`config.mk`:
```
export PLATFORM = sky130hd
export DESIGN_NAME = fifo_bank_masked_flat
export DESIGN_NICKNAME = d
export VERILOG_FILES = /design/src/rtl/fifo_bank_masked_if.sv /design/src/rtl/fifo_bank_masked.sv /design/src/flat_wrapper.sv
export SDC_FILE = /design/constraint.sdc
export NUM_CORES = 1
export LEC_CHECK = 0
export ABC_CLOCK_PERIOD_IN_PS = 2050
export BUFFER_PORTS_ARGS = -buffer_cell sky130_fd_sc_hd__buf_2
export CAP_MARGIN = 20
export CELL_PAD_IN_SITES_DETAIL_PLACEMENT = 1
export CELL_PAD_IN_SITES_GLOBAL_PLACEMENT = 2
export CORE_UTILIZATION = 37
export CTS_BUF_LIST = sky130_fd_sc_hd__clkbuf_8
export CTS_CLUSTER_SIZE = 28
export DETAILED_ROUTE_END_ITERATION = 12
export PLACE_DENSITY = 0.81
export SLEW_MARGIN = 10
export SYNTH_ARGS = -nofsm -noshare
export SYNTH_HDL_FRONTEND = slang
export SYNTH_SLANG_ARGS = --single-unit
export TNS_END_PERCENT = 20
```
`constraint.sdc`:
```
create_clock -name clk -period 2.05 [get_ports clk]
set_clock_uncertainty 0.1 [all_clocks]
set_input_delay 0.41 -clock clk [delete_from_list [all_inputs] [get_ports clk]]
set_output_delay 0.41 -clock clk [all_outputs]
set_load 0.02 [all_outputs]
```
`src/rtl/fifo_bank_masked_if.sv`:
```
// Write/read handshake bundle shared by the FIFO bank and its producer/consumer.
// The slave side is the FIFO bank; the master side drives strobes, masks and write data.
interface fifo_bank_masked_if #(
  parameter int unsigned DATA_WIDTH = 8,
  parameter int unsigned NUM_BANKS  = 5
);
  logic                                 wr_en_i;
  logic [NUM_BANKS-1:0]                 wr_mask_i;
  logic [NUM_BANKS-1:0][DATA_WIDTH-1:0] wr_data_i;
  logic                                 rd_en_i;
  logic [NUM_BANKS-1:0]                 rd_mask_i;
  logic [NUM_BANKS-1:0][DATA_WIDTH-1:0] rd_data_o;
  logic [NUM_BANKS-1:0]                 rd_valid_o;

  modport slave (
    input  wr_en_i, wr_mask_i, wr_data_i, rd_en_i, rd_mask_i,
    output rd_data_o, rd_valid_o
  );

  modport master (
    output wr_en_i, wr_mask_i, wr_data_i, rd_en_i, rd_mask_i,
    input  rd_data_o, rd_valid_o
  );
endinterface

```
`src/rtl/fifo_bank_masked.sv`:
```
// Bank of independent synchronous FIFOs with per-bank masks, occupancy flags,
// sticky overflow/underflow errors and a synchronous flush.
module fifo_bank_masked #(
  parameter int unsigned DATA_WIDTH  = 8,
  parameter int unsigned DEPTH_WIDTH = 2,
  parameter int unsigned NUM_BANKS   = 5,
  parameter int unsigned AF_THRESH   = 3,
  parameter int unsigned AE_THRESH   = 1
) (
  input  logic                                  clk,
  input  logic                                  rst,
  input  logic                                  flush_i,
  fifo_bank_masked_if.slave                     bus_io,
  output logic [NUM_BANKS-1:0][DEPTH_WIDTH:0]   count_o,
  output logic [NUM_BANKS-1:0]                  full_o,
  output logic [NUM_BANKS-1:0]                  empty_o,
  output logic [NUM_BANKS-1:0]                  almost_full_o,
  output logic [NUM_BANKS-1:0]                  almost_empty_o,
  output logic                                  any_full_o,
  output logic                                  all_empty_o,
  output logic [NUM_BANKS-1:0]                  overflow_o,
  output logic [NUM_BANKS-1:0]                  underflow_o
);

  localparam int unsigned DEPTH = 1 << DEPTH_WIDTH;

  localparam logic [DEPTH_WIDTH:0]   DepthCnt = (DEPTH_WIDTH + 1)'(DEPTH);
  localparam logic [DEPTH_WIDTH:0]   AfCnt    = (DEPTH_WIDTH + 1)'(AF_THRESH);
  localparam logic [DEPTH_WIDTH:0]   AeCnt    = (DEPTH_WIDTH + 1)'(AE_THRESH);
  localparam logic [DEPTH_WIDTH:0]   CntOne   = (DEPTH_WIDTH + 1)'(1);
  localparam logic [DEPTH_WIDTH-1:0] PtrOne   = DEPTH_WIDTH'(1);

  logic [NUM_BANKS-1:0][DEPTH_WIDTH-1:0] wr_ptr_q, wr_ptr_d;
  logic [NUM_BANKS-1:0][DEPTH_WIDTH-1:0] rd_ptr_q, rd_ptr_d;
  logic [NUM_BANKS-1:0][DEPTH_WIDTH:0]   count_q, count_d;
  logic [NUM_BANKS-1:0][DATA_WIDTH-1:0]  rd_data_q, rd_data_d;
  logic [NUM_BANKS-1:0]                  rd_valid_q, rd_valid_d;
  logic [NUM_BANKS-1:0]                  ovf_q, ovf_d;
  logic [NUM_BANKS-1:0]                  unf_q, unf_d;
  logic [NUM_BANKS-1:0]                  wr_acc, rd_acc, wr_req, rd_req;
  logic [DATA_WIDTH-1:0]                 mem_q [NUM_BANKS][DEPTH];

  // Flags depend only on the count register, never on the strobes.
  always_comb begin
    full_o         = '0;
    empty_o        = '0;
    almost_full_o  = '0;
    almost_empty_o = '0;
    for (int b = 0; b < NUM_BANKS; b++) begin
      full_o[b]         = (count_q[b] == DepthCnt);
      empty_o[b]        = (count_q[b] == '0);
      almost_full_o[b]  = (count_q[b] >= AfCnt);
      almost_empty_o[b] = (count_q[b] <= AeCnt);
    end
  end

  assign any_full_o        = |full_o;
  assign all_empty_o       = &empty_o;
  assign count_o           = count_q;
  assign overflow_o        = ovf_q;
  assign underflow_o       = unf_q;
  assign bus_io.rd_data_o  = rd_data_q;
  assign bus_io.rd_valid_o = rd_valid_q;

  always_comb begin
    wr_ptr_d   = wr_ptr_q;
    rd_ptr_d   = rd_ptr_q;
    count_d    = count_q;
    rd_data_d  = rd_data_q;
    rd_valid_d = '0;
    ovf_d      = ovf_q;
    unf_d      = unf_q;
    wr_req     = '0;
    rd_req     = '0;
    wr_acc     = '0;
    rd_acc     = '0;
    for (int b = 0; b < NUM_BANKS; b++) begin
      wr_req[b] = bus_io.wr_en_i & bus_io.wr_mask_i[b];
      rd_req[b] = bus_io.rd_en_i & bus_io.rd_mask_i[b];
      // A full bank still takes a write when a read frees the slot in the same cycle.
      rd_acc[b] = ~flush_i & rd_req[b] & ~empty_o[b];
      wr_acc[b] = ~flush_i & wr_req[b] & (~full_o[b] | rd_acc[b]);
      if (flush_i) begin
        wr_ptr_d[b] = '0;
        rd_ptr_d[b] = '0;
        count_d[b]  = '0;
        ovf_d[b]    = 1'b0;
        unf_d[b]    = 1'b0;
      end else begin
        if (rd_acc[b]) begin
          rd_data_d[b]  = mem_q[b][rd_ptr_q[b]];
          rd_valid_d[b] = 1'b1;
          rd_ptr_d[b]   = rd_ptr_q[b] + PtrOne;
        end
        if (wr_acc[b]) begin
          wr_ptr_d[b] = wr_ptr_q[b] + PtrOne;
        end
        unique case ({wr_acc[b], rd_acc[b]})
          2'b10:   count_d[b] = count_q[b] + CntOne;
          2'b01:   count_d[b] = count_q[b] - CntOne;
          default: count_d[b] = count_q[b];
        endcase
        if (wr_req[b] && !wr_acc[b]) ovf_d[b] = 1'b1;
        if (rd_req[b] && !rd_acc[b]) unf_d[b] = 1'b1;
      end
    end
  end

  always_ff @(posedge clk) begin
    if (!rst) begin
      wr_ptr_q   <= '0;
      rd_ptr_q   <= '0;
      count_q    <= '0;
      rd_data_q  <= '0;
      rd_valid_q <= '0;
      ovf_q      <= '0;
      unf_q      <= '0;
    end else begin
      wr_ptr_q   <= wr_ptr_d;
      rd_ptr_q   <= rd_ptr_d;
      count_q    <= count_d;
      rd_data_q  <= rd_data_d;
      rd_valid_q <= rd_valid_d;
      ovf_q      <= ovf_d;
      unf_q      <= unf_d;
    end
  end

  // Storage is deliberately left out of reset.
  always_ff @(posedge clk) begin
    for (int b = 0; b < NUM_BANKS; b++) begin
      if (rst && wr_acc[b]) begin
        mem_q[b][wr_ptr_q[b]] <= bus_io.wr_data_i[b];
      end
    end
  end

endmodule

```
`src/flat_wrapper.sv`:
```
// flat-port wrapper written by rule: the top's interface ports become plain ports
module fifo_bank_masked_flat 
#(
  parameter int unsigned DATA_WIDTH  = 8,
  parameter int unsigned DEPTH_WIDTH = 2,
  parameter int unsigned NUM_BANKS   = 5,
  parameter int unsigned AF_THRESH   = 3,
  parameter int unsigned AE_THRESH   = 1
)
  (clk, rst, flush_i, count_o, full_o, empty_o, almost_full_o, almost_empty_o, any_full_o, all_empty_o, overflow_o, underflow_o, bus_io_wr_en_i, bus_io_wr_mask_i, bus_io_wr_data_i, bus_io_rd_en_i, bus_io_rd_mask_i, bus_io_rd_data_o, bus_io_rd_valid_o);
  fifo_bank_masked_if #(.DATA_WIDTH(DATA_WIDTH), .NUM_BANKS(NUM_BANKS)) bus_io_i ();
  input  logic clk;
  input  logic rst;
  input  logic flush_i;
  output logic [NUM_BANKS-1:0][DEPTH_WIDTH:0] count_o;
  output logic [NUM_BANKS-1:0] full_o;
  output logic [NUM_BANKS-1:0] empty_o;
  output logic [NUM_BANKS-1:0] almost_full_o;
  output logic [NUM_BANKS-1:0] almost_empty_o;
  output logic any_full_o;
  output logic all_empty_o;
  output logic [NUM_BANKS-1:0] overflow_o;
  output logic [NUM_BANKS-1:0] underflow_o;
  input wire logic [$bits(bus_io_i.wr_en_i)-1:0] bus_io_wr_en_i;
  input wire logic [$bits(bus_io_i.wr_mask_i)-1:0] bus_io_wr_mask_i;
  input wire logic [$bits(bus_io_i.wr_data_i)-1:0] bus_io_wr_data_i;
  input wire logic [$bits(bus_io_i.rd_en_i)-1:0] bus_io_rd_en_i;
  input wire logic [$bits(bus_io_i.rd_mask_i)-1:0] bus_io_rd_mask_i;
  output wire logic [$bits(bus_io_i.rd_data_o)-1:0] bus_io_rd_data_o;
  output wire logic [$bits(bus_io_i.rd_valid_o)-1:0] bus_io_rd_valid_o;
  assign bus_io_i.wr_en_i = bus_io_wr_en_i;
  assign bus_io_i.wr_mask_i = bus_io_wr_mask_i;
  assign bus_io_i.wr_data_i = bus_io_wr_data_i;
  assign bus_io_i.rd_en_i = bus_io_rd_en_i;
  assign bus_io_i.rd_mask_i = bus_io_rd_mask_i;
  assign bus_io_rd_data_o = bus_io_i.rd_data_o;
  assign bus_io_rd_valid_o = bus_io_i.rd_valid_o;
  fifo_bank_masked #(.DATA_WIDTH(DATA_WIDTH), .DEPTH_WIDTH(DEPTH_WIDTH), .NUM_BANKS(NUM_BANKS), .AF_THRESH(AF_THRESH), .AE_THRESH(AE_THRESH)) u_core (.clk(clk), .rst(rst), .flush_i(flush_i), .bus_io(bus_io_i), .count_o(count_o), .full_o(full_o), .empty_o(empty_o), .almost_full_o(almost_full_o), .almost_empty_o(almost_empty_o), .any_full_o(any_full_o), .all_empty_o(all_empty_o), .overflow_o(overflow_o), .underflow_o(underflow_o));
endmodule
```
Yosys cells after proc, flatten, opt, wreduce, memory -nomap -nowiden
Memory sizes are Yosys's and may differ from the RTL's.
Index checks and enable logic that the tools add are counted.
{"block": "word_totals", "register_bits": 90, "latchBits": 0, "mem_bits_rw": 160, "mem_bits_ro": 0, "in_bits": 55, "out_inout_bits": 92, "wordCells": 242, "mem_count": 1}
{"block": "classes", "addsub": 20, "n_mul": 0, "div": 0, "order_cmp": 25, "n_eq_ne": 15, "shift": 0, "mux": 45, "n_bitwise": 57, "reduce_logical": 48}
{"name": "u_core.mem_q", "words": 5, "width": 32, "read_ports": 5, "rd_clocked_by_memory_dff": 0, "write_ports": 5, "line": "fifo_bank_masked.sv:41", "source": "logic [DATA_WIDTH-1:0] mem_q [NUM_BANKS][DEPTH];"}
{"operator": "two-way mux 32 bit", "n": 5}
{"operator": "two-way mux 8 bit", "n": 15}
{"operator": "binary-select mux 8 bit (select 2 bit)", "n": 5}
{"operator": "demux 8 bit (select 2 bit)", "n": 5}
{"operator": "bitwise AND 1 bit", "n": 30}
{"operator": ">= comparator 3 bit (second input constant)", "n": 10}
{"operator": "inverter 2 -> 3 bit", "n": 10}
{"operator": "one-hot mux 3 bit (2 select lines)", "n": 5}
{"operator": "adder 2 x 1 -> 2 bit (second input constant)", "n": 10}
{"operator": "logical AND 1 bit", "n": 20}
{"operator": "adder 3 x 1 -> 3 bit (second input constant)", "n": 5}
{"operator": "== test 3 bit (second input constant)", "n": 5}
{"operator": ">= comparator 3 x 2 -> 1 bit (second input constant)", "n": 5}
{"operator": "less-or-equal comparator 3 x 1 -> 1 bit (second input constant)", "n": 5}
{"operator": "zero test 3 bit", "n": 5}
{"operator": "less-than comparator 3 x 1 -> 1 bit (second input constant)", "n": 5}
{"operator": "subtractor 3 x 1 -> 3 bit (second input constant)", "n": 5}
{"operator": "inverter 1 bit", "n": 12}
{"operator": "== test 2 x 1 -> 1 bit (second input constant)", "n": 5}
{"operator": "== test 2 bit (second input constant)", "n": 5}
{"operator": "zero test 1 bit", "n": 10}
{"operator": "two-way mux 1 bit", "n": 10}
{"operator": "AND reduction 2 bit", "n": 5}
{"operator": "nonzero test 2 bit", "n": 5}
{"operator": "other kinds (4)", "n": 8}

Depth between registers and ports, before layout
Gate-level depths: netlist (run 1).
{"block": "depth", "word_depth": 8, "ltp_mapped": 10, "depth_no_buf": 10}

Worst setup path after synthesis (run 1)
OpenSTA, ideal clock, no wires.
{"block": "synth_path", "path_kind": "reg2out", "from": "reg u_core.count_q, in the netlist u_core.count_o[3]", "to": "out all_empty_o", "arrival_time_ns": 1.796, "required_time_ns": 1.540, "slack_ns": -0.256, "stages_incl_launch_ff": 6, "n_path_buf": 0, "cell_sequence": "dfxtp_1 > inv_1 > ha_1 > nor2b_2 > nand4_1 > nor3b_1"}
{"block": "synth_via", "elab_chain_len": 2}
{"item": "start, declared", "line": "fifo_bank_masked.sv:35", "source": "logic [NUM_BANKS-1:0][DEPTH_WIDTH:0] count_q, count_d;"}
{"item": "start signal, assigned", "line": "fifo_bank_masked.sv:121", "source": "count_q <= count_d;"}
{"item": "zero test 3 bit", "line": "fifo_bank_masked.sv:51", "source": "empty_o[b] = (count_q[b] == '0);"}
{"item": "named net empty_o[1]", "line": "flat_wrapper.sv:17", "source": "output logic [NUM_BANKS-1:0] empty_o;"}
{"item": "AND reduction 5 bit", "line": "fifo_bank_masked.sv:58", "source": "assign all_empty_o = &empty_o;"}
{"item": "end, declared", "line": "flat_wrapper.sv:21", "source": "output logic all_empty_o;"}
The timed path passes the listed nets, and every way through them passes these cells.

Worst setup path in the final report (run 1)
{"block": "layout_path", "from": "reg u_core.count_q, in the netlist u_core.count_o[7]", "to": "out any_full_o"}
{"block": "layout_via", "elab_chain_len": 2}
{"item": "== test 3 bit", "line": "fifo_bank_masked.sv:50", "source": "full_o[b] = (count_q[b] == DepthCnt);"}
{"item": "OR reduction 5 bit", "line": "fifo_bank_masked.sv:57", "source": "assign any_full_o = |full_o;"}
{"item": "end, declared", "line": "flat_wrapper.sv:20", "source": "output logic any_full_o;"}
No other way between the ends.

==> out/results.ini, run 1 <==
[clock_network]
cts_tree=done
path_clk_slew_ps=70
clock_latency_ps=540
htreeDepth=2
cts_sinks=250
cts_root_buffer=clkbuf_8
clock_path_buffers=3
numCtsBuffers=45

[final_layout]
fin_util=0.513
final_area_mm2=0.0139
area_growth_pct=35.1
fin_cells=1426
final_cell_mix=160 x edfxtp_1, 131 x buf_2, 105 x nand2_1
nets=1123
drive_gt1_frac=0.402
final_common_cell=edfxtp_1

[floorplanning]
coreArea_mm2=0.0272
die_y_um=169
die_area_mm2=0.0285
std_cell_rows=60
die_w_um=169
ioPinCount=147
start_util=0.379

[placement]
io_buffers=146
dp_slack_ps=-53.9
numPlacedInstances=1298
hpwlAfterDp_um=17300
placed_cell_area_mm2=0.0122
place_congestion=0.739

[run_status]
violations=setup timing
outcome=finished, violations left

[grt]
grt_overflow=0
antenna_found_initial=1
grt_use_total=0.180
grt_pass1_vias=7347
grt_pass1_wl_um=39300
grt_max_degree=41

[setup_path]
required_ps=1540
startpoint_type=register
end_kind=primary output
r2r_cells=8
worst-path-max-fanout=2
rrSetupSlack_ps=120
worstSetupPathType=reg2out
cp-startpoint=u_core.count_o[7]
reg2reg_from=u_core.count_o[13]
cp-endpoint=any_full_o
cp.arrival_ps=2050
r2r-end=u_core.mem_q[0][137]

[pwr]
p_per_area_mw_per_mm2=785
p_leak_nw=5.42
irDropWorstVdd_v=0.000470

[yosys]
syn_inst=725
synth_edf_count=160
async_reset_ff_frac=0
syn_area_mm2=0.0103
ys_warn_count=0
synthFlopType=edfxtp_1
synth_cell_types=39
ys_ff_latch=250
ys_seq_area_frac=0.641
syn-mean-instance-area_um2=14.2
synth_top_area_cell=edfxtp_1
ys_top_cells_by_area=edfxtp_1 47%, dfxtp_1 17%, mux4_2 8.7%, ha_1 5.9%, nand2_1 3.8%
synth_top_area_share=0.466
syn-num-nets=829

[routing]
ant_nets=0
dr.pass1.iters=4
vias=6715
finalWirelength_um=24800
drc_errors=0
vias_per_cell=4.71
drtIter0Drc=272
wire_per_inst_um=17.4

[sta]
tightest_slew_ps=543
fmax_mhz=391
finalWorstSetupSlack_ps=-507
final.period_utilization=1.25
finalSetupViolations=15
fin_crit_ps=2560
relSlewSlack=0.638
rsz0062_at_grt=true
drv_slew=0
hold_violations=0

[hold_path]
hp-class=in2reg

[run]
maxCapViolations=0

[worst min-delay path by stage]
stage / start / end / slack [ps] / cells after the start
after floorplan: bus_io_wr_data_i[0] / u_core.mem_q[0][0] / 410 / 0
after global placement: u_core.bus_io.rd_data_o[23] / u_core.bus_io.rd_data_o[23] / 330 / 2
after global routing: bus_io_wr_data_i[39] / u_core.mem_q[0][159] / 4 / 1
after CTS: bus_io_wr_data_i[39] / u_core.mem_q[0][143] / 10 / 1
final: bus_io_wr_data_i[39] / u_core.mem_q[0][143] / 30 / 1
after detailed placement: u_core.bus_io.rd_data_o[31] / u_core.bus_io.rd_data_o[31] / 340 / 2
[per-layer routing]
layer | wire, um | vias to the layer above | track usage
met5 | 0 | - | 0
met4 | 501 | 0 | 0.0609
met3 | 1050 | 40 | 0.0330
met2 | 12900 | 138 | 0.326
met1 | 10400 | 3316 | 0.213
li1 | - | 3221 | -
[cell families (layout without fill, tap and decap cells)]
group / after synthesis / count (layout) / share of synthesized area
adder cells (fa/ha/maj): 49 / 49 / 0.0595
flip-flops: 250 / 250 / 0.641
AO/OA/AOI/OAI: 94 / 94 / 0.0578
multiplexers: 45 / 45 / 0.0922
AND/OR/NAND/NOR: 211 / 211 / 0.106
buffers and inverters: 56 / 384 / 0.0271
XOR/XNOR: 20 / 20 / 0.0170
other: 0 / 1 / 0
[metrics by stage]
stage / hold WS, ps / total power, mW / setup TNS [ps]
5_1_grt: 4.24 / 11.4 / -2860
3_3_place_gp: 333 / 6.02 / -47.8
2_1_floorplan: 409 / 5.77 / -5.70
4_1_cts: 14.6 / 11.1 / -2240
3_5_place_dp: 338 / 6.03 / -53.9
6_report: 29.8 / 10.9 / -1500
[flip-flops by register name, indices dropped and copies added (netlist names)]
signal and flops:
u_core.bus_io.rd_data_o 40, u_core.count_o 15, u_core.overflow_o 5, u_core.rd_ptr_q 10, u_core.mem_q 160, u_core.underflow_o 5
u_core.bus_io.rd_valid_o 5, u_core.wr_ptr_q 10
[layout make-up]
cell class                 instances  area, um2
multi-input combinational        419       3640
clock buffer                      53        729
clock inverter                    28        229
tap                              372        465
inverter                          26        105
sequential                       250       6630
fill                            2786      13200
antenna                            1       2.50
timing repair buffer             277       2130
[worst max-delay path, cell delays in order, from the launching register on]
cell and delay (ps):
dfxtp_2 340, inv_2 50, ha_4 150, and2_4 160, or2_4 250, or4_4 420
buf_6 150
[synthesized netlist by cell type (all sizes together) (10+ instances only)]
cell type,n
clkbuf,10
nor2b,11
a21oi,19
xnor2,10
inv,26
and3,20
nor2,45
o21ai,50
nand2,105
mux4,40
dfxtp,90
edfxtp,160
nand2b,11
buf,20
ha,49
xor2,10
[timing repair]
action / in CTS / in global routing
gates resized for setup: 71 / 23
hold endpoints to repair: 156 / 0
setup endpoints to repair: 21 / 23
pin swaps: 8 / 6
hold buffers: 39 / 0
setup buffers: 7 / 2
[power by group]
group / internal [mW] / total, mW / switching [mW]
sequential: 5.39 / 5.41 / 0.0223
clock: 2.86 / 4.92 / 2.05
combinational: 0.277 / 0.606 / 0.329
Power figures use the tool's default switching activity.
==> run 2, diff against run 1 <==
CORE_MARGIN = 4   (was not set)
==> out/results.ini, run 2 (synthesis gave the netlist of run 1 again) <==
[floorplanning]
die_y_um=175
start_util=0.379
ioPinCount=147
std_cell_rows=60
die_w_um=175
die_area_mm2=0.0306
coreArea_mm2=0.0272

[clock_network]
path_clk_slew_ps=60
clock_latency_ps=530
htreeDepth=2
cts_tree=done
numCtsBuffers=43
clock_path_buffers=3
cts_sinks=250
cts_root_buffer=clkbuf_8

[routing]
drtIter0Drc=243
wire_per_inst_um=17.9
dr.pass1.iters=4
vias=6795
vias_per_cell=4.73
drc_errors=0
ant_nets=0
finalWirelength_um=25800

[setup_path]
critPathSlowestCell=or4_4
worst-path-max-fanout=2
path_buf_inv=2
worstSetupPathType=reg2out
worstSetupPathDepth=6
cp_slowest_stage_delay_ps=440
cp-endpoint=any_full_o
end_kind=primary output
cp-startpoint=u_core.count_o[7]
cp.arrival_ps=2050
rrSetupSlack_ps=100
r2r_cells=8
required_ps=1540
startpoint_type=register
critPathTopFamily=simple AND/OR/NAND/NOR gates
r2r-end=u_core.mem_q[0][26]
crit_chain=inv_2, ha_4, and2_4, or2_1, or4_4, buf_6
reg2reg_from=u_core.count_o[1]

[placement]
place_congestion=0.761
io_buffers=146
numPlacedInstances=1302
hpwlAfterDp_um=17900

[pwr]
irDropWorstVdd_v=0.000608
p_leak_nw=5.47
p_int_mw=8.32
power_mw=10.8
switching_power_mw=2.46
p_per_area_mw_per_mm2=769
p_comb_frac=0.059
switching_share=0.228
power_frac_clock=0.439
seqPwrFrac=0.502

[sta]
relSlewSlack=0.679
hold_violations=0
fin_crit_ps=2560
final.period_utilization=1.25
holdWs_ps=147
tightest_slew_ps=481
drv_slew=0
finalSetupViolations=14
finalWorstSetupSlack_ps=-511
fmax_mhz=391
rsz0062_at_grt=true

[final_layout]
nFillCells=2792
final_common_cell=edfxtp_1
area_growth_pct=35.9
diodes=0
fin_cells=1438
drive_gt1_frac=0.408
final_cell_mix=160 x edfxtp_1, 131 x buf_2, 105 x nand2_1
nets=1135
largest_reg_flops=160

[grt]
grt_overflow=0
grt_pass1_vias=7525
grt_max_degree=22
antenna_found_initial=1
grt_use_total=0.170
grt_pass1_wl_um=41000

[run]
maxCapViolations=0

[run_status]
outcome=finished, violations left
violations=setup timing

[hold_path]
hp-class=in2reg

[run 2: worst register-to-register path, cell delays in order, from the launching register on]
cell and delay [ps]:
dfxtp_2 340, inv_2 50, ha_4 150, and2_1 190
buf_4 150, a21oi_4 160, buf_4 170, and3_1 220
buf_12 140
[run 2: worst min-delay path by stage]
stage	start	end	slack, ps	cells past startpoint
6_report	bus_io_wr_mask_i[1]	u_core.overflow_o[1]	150	3
5_1_grt	bus_io_wr_mask_i[4]	u_core.overflow_o[4]	140	3
4_1_cts	bus_io_wr_mask_i[1]	u_core.overflow_o[1]	100	3
3_5_place_dp	u_core.bus_io.rd_data_o[36]	u_core.bus_io.rd_data_o[36]	340	2
3_3_place_gp	u_core.bus_io.rd_data_o[31]	u_core.bus_io.rd_data_o[31]	330	2
2_1_floorplan	bus_io_wr_data_i[0]	u_core.mem_q[0][0]	410	0
[run 2: final cells by class]
cell class                 instances  area, um2  area share
inverter                          26        105     0.00750
clock inverter                    30        231      0.0165
multi-input combinational        419       3690       0.263
sequential                       250       6630       0.473
timing repair buffer             291       2210       0.158
clock buffer                      50        688      0.0491
tap                              372        465      0.0332
[run 2: through the flow]
stage	worst slack [ps]	area (um2)	utilization	TNS (ps)
2_1_floorplan	-5.70	10400	-	-5.70
3_3_place_gp	-14.5	12200	0.449	-14.5
3_5_place_dp	-36.3	12200	0.449	-36.3
4_1_cts	-560	13800	0.507	-2120
5_1_grt	-594	14000	0.516	-3550
6_report	-511	14000	0.516	-2090
[run 2: power groups by stage]
stage	logic, mW	registers (mW)	clock network, mW
floorplan	0.238	5.54	0
global placement	0.510	5.51	0
detailed placement	0.525	5.52	0
CTS	0.617	5.41	4.90
global route	0.694	5.41	5.18
finish	0.633	5.41	4.74
[run 2: what timing repair did]
action,in CTS,in global routing
pin swaps,3,9
hold endpoints to repair,160,0
setup endpoints to repair,20,25
hold buffers,40,0
gates resized for setup,63,40
setup buffers,7,13
[run 2: layer usage]
layer,vias up,global-route usage,routed length [um]
li1,3241,-,-
met1,3353,0.211,10800
met2,163,0.302,13300
met3,36,0.0383,1200
met4,2,0.0403,466
met5,-,0,7
